File: src/rtl/ldpc_addr_gen.sv
// Read-address sequencer for ldpc_ram: walks a quasi-cyclic base matrix layer by layer,
// row by row, emitting one variable-node address per nonzero circulant over valid/ready.
module ldpc_addr_gen #(
  parameter int Z           = 64,
  parameter int COLS        = 24,
  parameter int MAX_ENTRIES = 32,
  parameter int ADDR_W      = $clog2(COLS * Z)
) (
  input  logic                           i_clock,
  input  logic                           i_reset,
  input  logic                           i_tbl_wr,
  input  logic [$clog2(MAX_ENTRIES)-1:0] i_tbl_idx,
  input  logic [$clog2(COLS)-1:0]        i_tbl_col,
  input  logic [$clog2(Z)-1:0]           i_tbl_shift,
  input  logic                           i_tbl_last,
  input  logic [$clog2(MAX_ENTRIES):0]   i_num_entries,
  input  logic                           i_start,
  output logic                           o_busy,
  output logic [ADDR_W-1:0]              o_addr,
  output logic                           o_addr_valid,
  input  logic                           i_addr_ready,
  output logic                           o_row_last,
  output logic                           o_done
);

  localparam int IW  = $clog2(MAX_ENTRIES);
  localparam int CW  = $clog2(COLS);
  localparam int ZW  = $clog2(Z);
  localparam int AW1 = ADDR_W + 1;

  localparam logic [AW1-1:0] Z_A    = AW1'(Z);
  localparam logic [ZW-1:0]  Z_LAST = ZW'(Z - 1);

  localparam logic [1:0] ST_IDLE = 2'd0;
  localparam logic [1:0] ST_RUN  = 2'd1;
  localparam logic [1:0] ST_DONE = 2'd2;

  // Handshake: a transfer happens on a rising clock edge where o_addr_valid and
  // i_addr_ready are both high; while valid is high and ready is low, o_addr and
  // o_row_last hold, and valid only falls after the final transfer.

  logic [CW-1:0] tbl_col_q   [MAX_ENTRIES];
  logic [ZW-1:0] tbl_shift_q [MAX_ENTRIES];
  logic          tbl_last_q  [MAX_ENTRIES];

  logic [1:0]        state_q, state_d;
  logic [IW-1:0]     e_q, e_d;
  logic [IW-1:0]     b_q, b_d;
  logic [ZW-1:0]     z_q, z_d;
  logic [IW:0]       num_q, num_d;
  logic [ADDR_W-1:0] addr_q, addr_d;
  logic              valid_q, valid_d;
  logic              row_last_q, row_last_d;
  logic              done_q, done_d;
  logic              busy_q, busy_d;
  logic              load;
  logic              final_e;
  logic              at_end;

  // Table is plain storage with no reset; frozen while a walk is in flight.
  always_ff @(posedge i_clock) begin
    if (i_tbl_wr && !busy_q) begin
      tbl_col_q[i_tbl_idx]   <= i_tbl_col;
      tbl_shift_q[i_tbl_idx] <= i_tbl_shift;
      tbl_last_q[i_tbl_idx]  <= i_tbl_last;
    end
  end

  function automatic logic is_final(input logic [IW-1:0] e, input logic [IW:0] n);
    return ({1'b0, e} + (IW + 1)'(1)) == n;
  endfunction

  function automatic logic [ADDR_W-1:0] addr_of(input logic [IW-1:0] e,
                                                input logic [ZW-1:0] z);
    logic [AW1-1:0] m;
    logic [AW1-1:0] base;
    m = AW1'(z) + AW1'(tbl_shift_q[e]);
    if (m >= Z_A) m = m - Z_A;
    base = AW1'(tbl_col_q[e]) * Z_A;
    return ADDR_W'(base + m);
  endfunction

  always_comb begin
    state_d = state_q;
    e_d     = e_q;
    b_d     = b_q;
    z_d     = z_q;
    num_d   = num_q;
    valid_d = valid_q;
    done_d  = 1'b0;
    busy_d  = busy_q;
    load    = 1'b0;
    final_e = is_final(e_q, num_q);
    at_end  = tbl_last_q[e_q] || final_e;

    case (state_q)
      ST_IDLE: begin
        if (i_start) begin
          num_d  = i_num_entries;
          busy_d = 1'b1;
          e_d    = '0;
          b_d    = '0;
          z_d    = '0;
          if (i_num_entries == '0) begin
            state_d = ST_DONE;
          end else begin
            state_d = ST_RUN;
            valid_d = 1'b1;
            load    = 1'b1;
          end
        end
      end
      ST_RUN: begin
        if (valid_q && i_addr_ready) begin
          if (!at_end) begin
            e_d  = e_q + IW'(1);
            load = 1'b1;
          end else if (z_q != Z_LAST) begin
            z_d  = z_q + ZW'(1);
            e_d  = b_q;
            load = 1'b1;
          end else if (!final_e) begin
            b_d  = e_q + IW'(1);
            e_d  = e_q + IW'(1);
            z_d  = '0;
            load = 1'b1;
          end else begin
            valid_d = 1'b0;
            done_d  = 1'b1;
            state_d = ST_DONE;
          end
        end
      end
      ST_DONE: begin
        // An empty walk arrives here with done low and spends one cycle raising it.
        if (done_q) begin
          busy_d  = 1'b0;
          state_d = ST_IDLE;
        end else begin
          done_d = 1'b1;
        end
      end
      default: state_d = ST_IDLE;
    endcase

    addr_d     = load ? addr_of(e_d, z_d) : addr_q;
    row_last_d = load ? (tbl_last_q[e_d] || is_final(e_d, num_d)) : row_last_q;
  end

  always_ff @(posedge i_clock or posedge i_reset) begin
    if (i_reset) begin
      state_q    <= ST_IDLE;
      e_q        <= '0;
      b_q        <= '0;
      z_q        <= '0;
      num_q      <= '0;
      addr_q     <= '0;
      valid_q    <= 1'b0;
      row_last_q <= 1'b0;
      done_q     <= 1'b0;
      busy_q     <= 1'b0;
    end else begin
      state_q    <= state_d;
      e_q        <= e_d;
      b_q        <= b_d;
      z_q        <= z_d;
      num_q      <= num_d;
      addr_q     <= addr_d;
      valid_q    <= valid_d;
      row_last_q <= row_last_d;
      done_q     <= done_d;
      busy_q     <= busy_d;
    end
  end

  assign o_addr       = addr_q;
  assign o_addr_valid = valid_q;
  assign o_row_last   = row_last_q;
  assign o_done       = done_q;
  assign o_busy       = busy_q;

endmodule

File: config.mk
export PLATFORM = sky130hd
export DESIGN_NAME = ldpc_addr_gen
export DESIGN_NICKNAME = d
export VERILOG_FILES = /design/src/rtl/ldpc_addr_gen.sv
export SDC_FILE = /design/constraint.sdc
export NUM_CORES = 1
export LEC_CHECK = 0
export CAP_MARGIN = 20
export CORE_UTILIZATION = 42
export CTS_CLUSTER_SIZE = 24
export DETAILED_ROUTE_END_ITERATION = 10
export PLACE_DENSITY = 0.69
export SYNTH_ARGS = -nofsm -noshare
export SYNTH_HDL_FRONTEND = slang
export SYNTH_SLANG_ARGS = --single-unit
File: constraint.sdc
create_clock -name i_clock -period 10.6 [get_ports i_clock]
set_clock_uncertainty 0.05 [all_clocks]
set_input_delay 2.12 -clock i_clock [delete_from_list [all_inputs] [get_ports i_clock]]
set_output_delay 2.12 -clock i_clock [all_outputs]
set_load 0.02 [all_outputs]
# After elaboration in Yosys (flattened, before gate mapping)
# Memory sizes are Yosys's and may differ from the RTL's.
# Cells that the tools add are included.
# Widths: inputs -> output; s select.
# op_classes
n_reduce_logical	13
magnitude_cmp	1
muxes	54
add_sub_neg	7
eq_ne	13
# ops
op	n
$mux 5	10
$mux 6	7
$mux 1	21
$pmux 5 s2	2
$ne 2x2->1 const B	8
$mux 2	7
$add 5x1->6 const B	2
$eq 6x6->1	2
$pmux 6 s2	1
$reduce_and 6->1	2
$add 11x11->11	1
$mux 11	1
$pmux 1 s2	4
$sub 7x7->8 const B	1
$add 6x6->7	1
$ge 7x7->1 const B	1
$reduce_and 7->1	1
$add 6x1->6 const B	1
$logic_not 6->1	1
$ne 6x6->1 const B	1
$pmux 2 s3	1
$add 5x1->5 const B	1
$reduce_bool 2->1	2
$reduce_and 3->1	1
other kinds (6)	8
# totals
mem_count	3
mem_bits_rw	384
input_bits	28
register_bits	39
# memory_table
name	depth	word_bits	read_ports	rd_clocked_by_memory_dff	wr	line	text
tbl_shift_q	32	6	1	0	1	43	logic [ZW-1:0] tbl_shift_q [MAX_ENTRIES];
tbl_col_q	32	5	1	0	1	42	logic [CW-1:0] tbl_col_q [MAX_ENTRIES];
tbl_last_q	32	1	2	0	1	44	logic tbl_last_q [MAX_ENTRIES];

# Longest topological paths before layout
# Gate-level depths: netlist (run 1).
# An unclocked memory read counts as a cell.
# depth
ltp_word	12
mapped_depth	42

# Worst setup path before layout (run 1)
# No wires, ideal clock.
# synth_path
path_kind	input -> register
startpoint	input port i_start
endpoint	register addr_q[10], in the netlist o_addr[10]
setup_time_ps	131
t_arrival_ps	7241
path_buffers	3
slack_ps	3178
cell_stages	34
required_ps	10419
cell_sequence	nand2_1 a21boi_0 a21o_1 a21oi_1 a32oi_1 nand2_2 inv_2 clkbuf_1 buf_2 buf_2 a31oi_1 a22o_1 nor2_1 ha_1 inv_1 fa_1 inv_1 a21oi_1 o21ai_0 and2_1 o21ai_0 nor2b_1 inv_1 ha_1 inv_1 ha_1 inv_1 fa_1 inv_1 a21o_1 a21oi_1 xnor2_1 xnor2_1 o21ai_1
# synth_via
elab_chain_len	7
word_cells_on_any_way	13
cone_classes	add/sub: 3; order compare: 1; mux: 7; memory: 2
# synth_rtl
element	line	text
start: declaration	17	input logic i_start,
$mux 5	98	if (i_start) begin
$pmux 5 s2	96	case (state_q)
$mem_v2 32x6	--	
$add 6x6->7	77	m = AW1'(z) + AW1'(tbl_shift_q[e]);
$sub 7x7->8 / $ge 7x7->1 (equally long branches)	78	if (m >= Z_A) m = m - Z_A;
$mux 11	78	
$add 11x11->11	80	return ADDR_W'(base + m);
end signal: assignment	168	addr_q <= addr_d;
end: declaration	51	logic [ADDR_W-1:0] addr_q, addr_d;
# Several ways; a longest one is shown, not always the timed one.
# A chain may end at the register's enable or synchronous reset.

# Final worst setup path (run 1)
# Ends and elaborated chain as after synthesis.

==> impl_metrics.toml, run 1 <==
[status]
status = "finished, final reports clean"

[power]
power.share.sequential_pct = 52.5
switching_share_pct = 19.56
switching_power_mw = 0.6827
clkPwrFrac_pct = 45.5
pwr-share-comb_pct = 1.9
p_leak_nw = 7.646
ir_worst_vdd_mv = 0.09269
power_mw = 3.491
powerDensity_nw_per_um2 = 164.2
p_int_mw = 2.808

[yosys]
synth_most_common_cell = "nand2_1"
ys_ff_latch = 423
seq_area_frac_synth_pct = 67.71
synth_top_cell_by_area = "edfxtp_1"
synth_edf_count = 384
synth_cell_type_count = 69
synth_fp_nets = 1561
synth.area.top_cells = "edfxtp_1 62%, nand2_1 8.0%, dfrtp_1 5.3%, nand3_1 3.0%, a311oi_1 1.5%"
ys.flop_type = "edfxtp_1"
yosys-top-cells-count = "393 x nand2_1, 384 x edfxtp_1, 112 x nand3_1, 63 x nor2_1, 51 x clkbuf_1"
yosys_warnings = 0
synthesis.area_sq_um = 18470
async_flop_share_pct = 9.220
synth_area_per_cell_sq_um = 12.20
synth_cells = 1514
synth_top_area_share_pct = 62.43

[floorplanning]
row_count = 76
die_y_um = 211.7
die_w_um = 211.7
core_sq_um = 43270
die-area_sq_um = 44820
ios = 43
initial_utilization_pct = 42.69

[cts]
htreeDepth = 2
post_cts_buffers = 0
cts_resized = 0
cts_hold_buf = 0
cts-root-buf = "clkbuf_16"
cts-buffers-inserted = 43
clkLatencyLatePin_ns = 0.55
cts_buffer_depth = 3
cts.clk_slew.worst_paths_ns = 0.06
cts_tree = "built"
cts.sinks = 423

[grt]
use_met3_pct = 3.872
grt-busiest-layer = "met2"
grt_first_pass_wirelength_um = 71460
grtUsageMet2_pct = 34.11
use_met1_pct = 28.63
grt_pass1_vias = 12000
grt_max_degree = 79
antenna_found_initial = 1
track_usage_pct = 21.19
grt-ovfl-total = 0

[placed_design]
port_buffers = 42
hpwl_um = 30040
place_ws_ns = 1.415
place.gp.congestion = 0.9303

[final_layout]
syn2layout_area_growth_pct = 15.11
antenna_cells = 0
final_net_count = 1623
drive_above_1_share_pct = 10.12

[job]
cap_viol_max_count = 0

[worst_hold_path]
hp-class = "reg -> reg"
hp-start = "o_addr[6]"

[worst_setup_path]
regToRegStartpoint = "e_q[0]"
critPathKind = "in -> reg"
cp-start-kind = "input pin"
critical_path_required_ns = 10.94
slowest_delay_ns = 0.77
critPathMaxFanout = 70
worst_setup_path_end_kind = "register"
critPathLaunch = "i_start"
cpMostUsedCell = "inv_1"
worstPathArrival_ns = 9.07
cp_slowest_cell = "and3_4"

[routing]
vias = 12540
postRouteAntennaNets = 0
drt_iter0_drc = 1424
drc_errors = 0
routedWlPerCell_um = 21.60
viasPerCell = 5.712
routed_wl_um = 47420
firstDrtPassIters = 6

[timing]
rsz0062_at_grt = "false"
finalSetupViolations = 0
layout_worst_path_cycle_share_pct = 82.42
worst_pin_slew_ns = 1.065
hold_violations = 0
slew-limit-headroom_pct = 28.78
setup_ws_ns = 1.864
slew_viol_final = 0
finalCriticalPeriod_ns = 8.736
max_freq_mhz = 114.5
finalSetupTns_ns = 0
==> final cells by class <==
class | instances | area [sq um]
Clock buffer | 48 | 1116
Clock inverter | 31 | 370.4
Fill cell | 3719 | 22010
Inverter | 28 | 110.1
Multi-Input combinational cell | 973 | 5383
Sequential cell | 423 | 12510
Tap cell | 585 | 732.0
Timing Repair Buffer | 107 | 1042
==> layout by cell type (no fill, tap or decap), types with 5 or more instances in the layout <==
master,count
a211oi_1,5
clkinv_2,13
a22oi_1,6
nor2_1,63
a21oi_1,42
nand4_1,10
clkinv_1,7
a31oi_1,36
mux2_2,15
o21ai_0,33
bufinv_16,8
nor2b_1,5
clkdlybuf4s50_1,42
xor2_1,8
nor3_1,10
o31ai_1,6
inv_1,23
and2_1,6
xnor2_1,12
a21o_1,6
clkbuf_16,45
edfxtp_1,384
and3_1,37
o22ai_1,5
mux2i_1,28
buf_4,56
a22o_1,18
dfrtp_1,39
nand2_1,393
a311oi_1,32
ha_1,17
or3_1,8
o211ai_1,7
nand3_1,112
==> cells by family after synthesis <==
group	synth area share (%)
AND/OR/NAND/NOR	15.91
flip-flops	67.71
AO/OA/AOI/OAI	8.034
buffers and inverters	3.231
multiplexers	2.798
XOR/XNOR	0.9484
adder cells (fa/ha/maj)	1.368
==> registers in the layout, indices dropped and copies added (netlist names), 2 cells and up <==
name         flops
tbl_shift_q    192
num_q            6
b_q              5
e_q              5
tbl_col_q      160
z_q              6
o_addr          11
tbl_last_q      32
state_q          2
==> stage by stage <==
stage / util, % / hold WS (ns) / cells / cell area, sq um
after floorplan: - / 0.3934 / 1514 / 18470
after global placement: 45.33 / 0.4041 / 2109 / 19610
after detailed placement: 45.55 / 0.4060 / 2113 / 19710
after CTS: 48.98 / 0.4191 / 2192 / 21190
after global routing: 49.14 / 0.4695 / 2195 / 21260
final: 49.14 / 0.4111 / 2195 / 21260
==> worst paths after layout <==
kind                               to  slack, ns  cells after the start
max in group asynchronous    num_q[1]       8.22                      3
hold reg to reg             o_addr[6]       0.41                      2
setup reg to reg           o_addr[10]       2.26                     37
hold / removal              o_addr[6]       0.41                      2
setup / recovery           o_addr[10]       1.86                     34
min in group asynchronous      b_q[4]       1.94                      3
==> critical path: cells and delay by family <==
family / cells / cell delay, ns
AND/OR/NAND/NOR: 8 / 2.01
AO/OA/AOI/OAI: 11 / 1.66
adder cells (fa/ha/maj): 5 / 1.48
buffers and inverters: 8 / 1.39
XOR/XNOR: 2 / 0.32
==> per-layer routing <==
layer / vias up / part of all wire [%]
met5: - / 0.027
met4: 2 / 3.1
met3: 89 / 7.8
met2: 540 / 47
met1: 6211 / 42
li1: 5695 / -
==> power groups by stage <==
stage | Sequential [mW] | Clock (mW) | Combinational (mW)
floorplan | 1.87 | 0 | 0.0142
global placement | 1.87 | 0 | 0.0595
detailed placement | 1.87 | 0 | 0.0649
CTS | 1.83 | 1.61 | 0.0652
global route | 1.83 | 1.67 | 0.0724
finish | 1.83 | 1.59 | 0.0680
Note: power is estimated with default switching activity, not from simulation.
==> run 2, diff against run 1 <==
- clock period: 10.6 -> 8.2 ns (I/O delays scaled with it)
==> run 2 against run 1 <==
Cell count rose by 1.0%. Critical path depth rose by 2. Power rose by 25%. Via count rose by 0.57%. Combinational power rose by 31%. Non-clock buffer count rose by 24. Flip-flop and latch count did not move. First-iteration DRC count rose by 13%. Sequential power rose by 30%. Global-route usage rose by 0.27 points. Wire length rose by 0.94%. Largest power group unchanged.
==> impl_metrics.toml, run 2 (synthesis gave the netlist of run 1 again) <==
[grt]
antenna_found_initial = 0
grtUsageMet2_pct = 34.32
grt-busiest-layer = "met2"
grt_first_pass_wirelength_um = 72370
grt_pass1_vias = 12250
track_usage_pct = 21.46
grt_max_degree = 85
use_met3_pct = 3.709
grt-ovfl-total = 0
use_met1_pct = 29.53

[final_layout]
fillers = 3709
syn2layout_area_growth_pct = 15.81
stdcell_area_sq_um = 21390
final_net_count = 1647
layout_commonest_cell = "nand2_1"
drive_above_1_share_pct = 10.79
max_flop_register = "tbl_shift_q"
ff_latch_area_sq_um = 12510
largest_register_ff_count = 192
multi_input_area_sq_um = 5383
largestRegisters = "tbl_shift_q (192), tbl_col_q (160), tbl_last_q (32)"
final_cell_mix = "393 x nand2_1, 384 x edfxtp_1, 112 x nand3_1"

[worst_setup_path]
cp_slowest_cell = "dfrtp_1"
critPathMaxFanout = 84
cp-start-kind = "register"
path_buf_inv = 7
critPathKind = "reg -> reg"
cpMostUsedCell = "inv_1"
crit_family = "simple AND/OR/NAND/NOR gates"
critical_path_required_ns = 8.54
worstPathArrival_ns = 7.94
r2r_cells = 36
ff2ff_setup_slack_ns = 0.59
regToRegStartpoint = "e_q[1]"
r2r-end = "o_addr[10]"
slowest_delay_ns = 0.59
worst_setup_path_end_kind = "register"

[cts]
cts-buffers-inserted = 43
cts_resized = 0
htreeDepth = 2
cts_tree = "built"
clkLatencyLatePin_ns = 0.57
post_cts_buffers = 0
cts.sinks = 423
cts-root-buf = "clkbuf_16"
cts.clk_slew.worst_paths_ns = 0.06
cts_buffer_depth = 3
cts_hold_buf = 0

[power]
switching_power_mw = 0.8653
clkPwrFrac_pct = 43.8
p_int_mw = 3.512
powerDensity_nw_per_um2 = 204.6
power.share.sequential_pct = 54.1
p_leak_nw = 7.719
pwr-share-comb_pct = 2.0
ir_worst_vdd_mv = 0.1622
switching_share_pct = 19.77

[timing]
finalSetupViolations = 0
hold_violations = 0
layout_worst_path_cycle_share_pct = 92.75
max_freq_mhz = 131.5
slew-limit-headroom_pct = 28.31
slew_viol_final = 0
rsz0062_at_grt = "false"
finalSetupTns_ns = 0
worst_pin_slew_ns = 1.072
finalCriticalPeriod_ns = 7.605

[routing]
firstDrtPassIters = 5
vias = 12610
viasPerCell = 5.687
postRouteAntennaNets = 0
routed_wl_um = 47870
drc_errors = 0
drt_iter0_drc = 1608
routedWlPerCell_um = 21.59

[placed_design]
hpwl_um = 31150
dpl_cell_area_sq_um = 19970
place.gp.congestion = 0.8924
port_buffers = 42

[worst_hold_path]
hold_depth = 2
worstHoldEndpoint = "o_addr[0]"
hp-start = "o_addr[0]"
hp-class = "reg -> reg"

[job]
cap_viol_max_count = 0

[status]
status = "finished, final reports clean"

[floorplanning]
row_count = 76
ios = 43
die-area_sq_um = 44820
initial_utilization_pct = 42.69
die_w_um = 211.7
core_sq_um = 43270
die_y_um = 211.7
## run 2: worst max-delay path by stage
| stage | startpoint | end | cells past startpoint |
|---|---|---|---|
| 4_1_cts | e_q[1] | o_addr[10] | 36 |
| 2_1_floorplan | i_start | o_addr[10] | 34 |
| 3_5_place_dp | i_addr_ready | o_addr[10] | 31 |
| 3_3_place_gp | i_addr_ready | o_addr[10] | 30 |
| 6_report | e_q[1] | o_addr[10] | 36 |
| 5_1_grt | e_q[1] | o_addr[10] | 36 |
## run 2: cell type report
cell class / instances / share of cell area (%)
flip-flops and latches: 423 / 58.47
diodes: 1 / 0.01170
repair buffers: 131 / 6.066
well taps: 585 / 3.422
clock buffers: 50 / 5.153
inverters: 28 / 0.5147
multi-input cells: 973 / 25.16
clock inverters: 26 / 1.199
## run 2: stage by stage
| step | power (mW) | hold WS (ns) | utilization, % | setup WS, ns | instances |
|---|---|---|---|---|---|
| finish | 4.377 | 0.4168 | 49.44 | 0.5947 | 2217 |
| global route | 4.486 | 0.4570 | 49.43 | 0.01855 | 2216 |
| CTS | 4.398 | 0.4208 | 49.29 | 0.7039 | 2213 |
| detailed placement | 2.501 | 0.4082 | 46.15 | 0.3577 | 2137 |
| global placement | 2.494 | 0.4013 | 45.87 | 0.4595 | 2130 |
| floorplan | 2.433 | 0.3934 | - | 1.258 | 1514 |
## run 2: routing by layer
metal,up-vias,part of all wire (%)
met5,-,0
li1,5743,-
met2,521,47
met4,0,2.9
met3,91,7.6
met1,6253,43
## run 2: power by group through the flow
| stage | registers [mW] | clock network (mW) | logic [mW] |
|---|---|---|---|
| floorplan | 2.41 | 0 | 0.0183 |
| global placement | 2.42 | 0 | 0.0784 |
| detailed placement | 2.42 | 0 | 0.0859 |
| CTS | 2.37 | 1.94 | 0.0860 |
| global route | 2.37 | 2.02 | 0.0948 |
| finish | 2.37 | 1.92 | 0.0893 |
## run 2: worst min-delay path: cells and delay by family (launching register included)
family,cells,cell delay (ns)
AND/OR/NAND/NOR,2,0.10
flip-flops,1,0.34
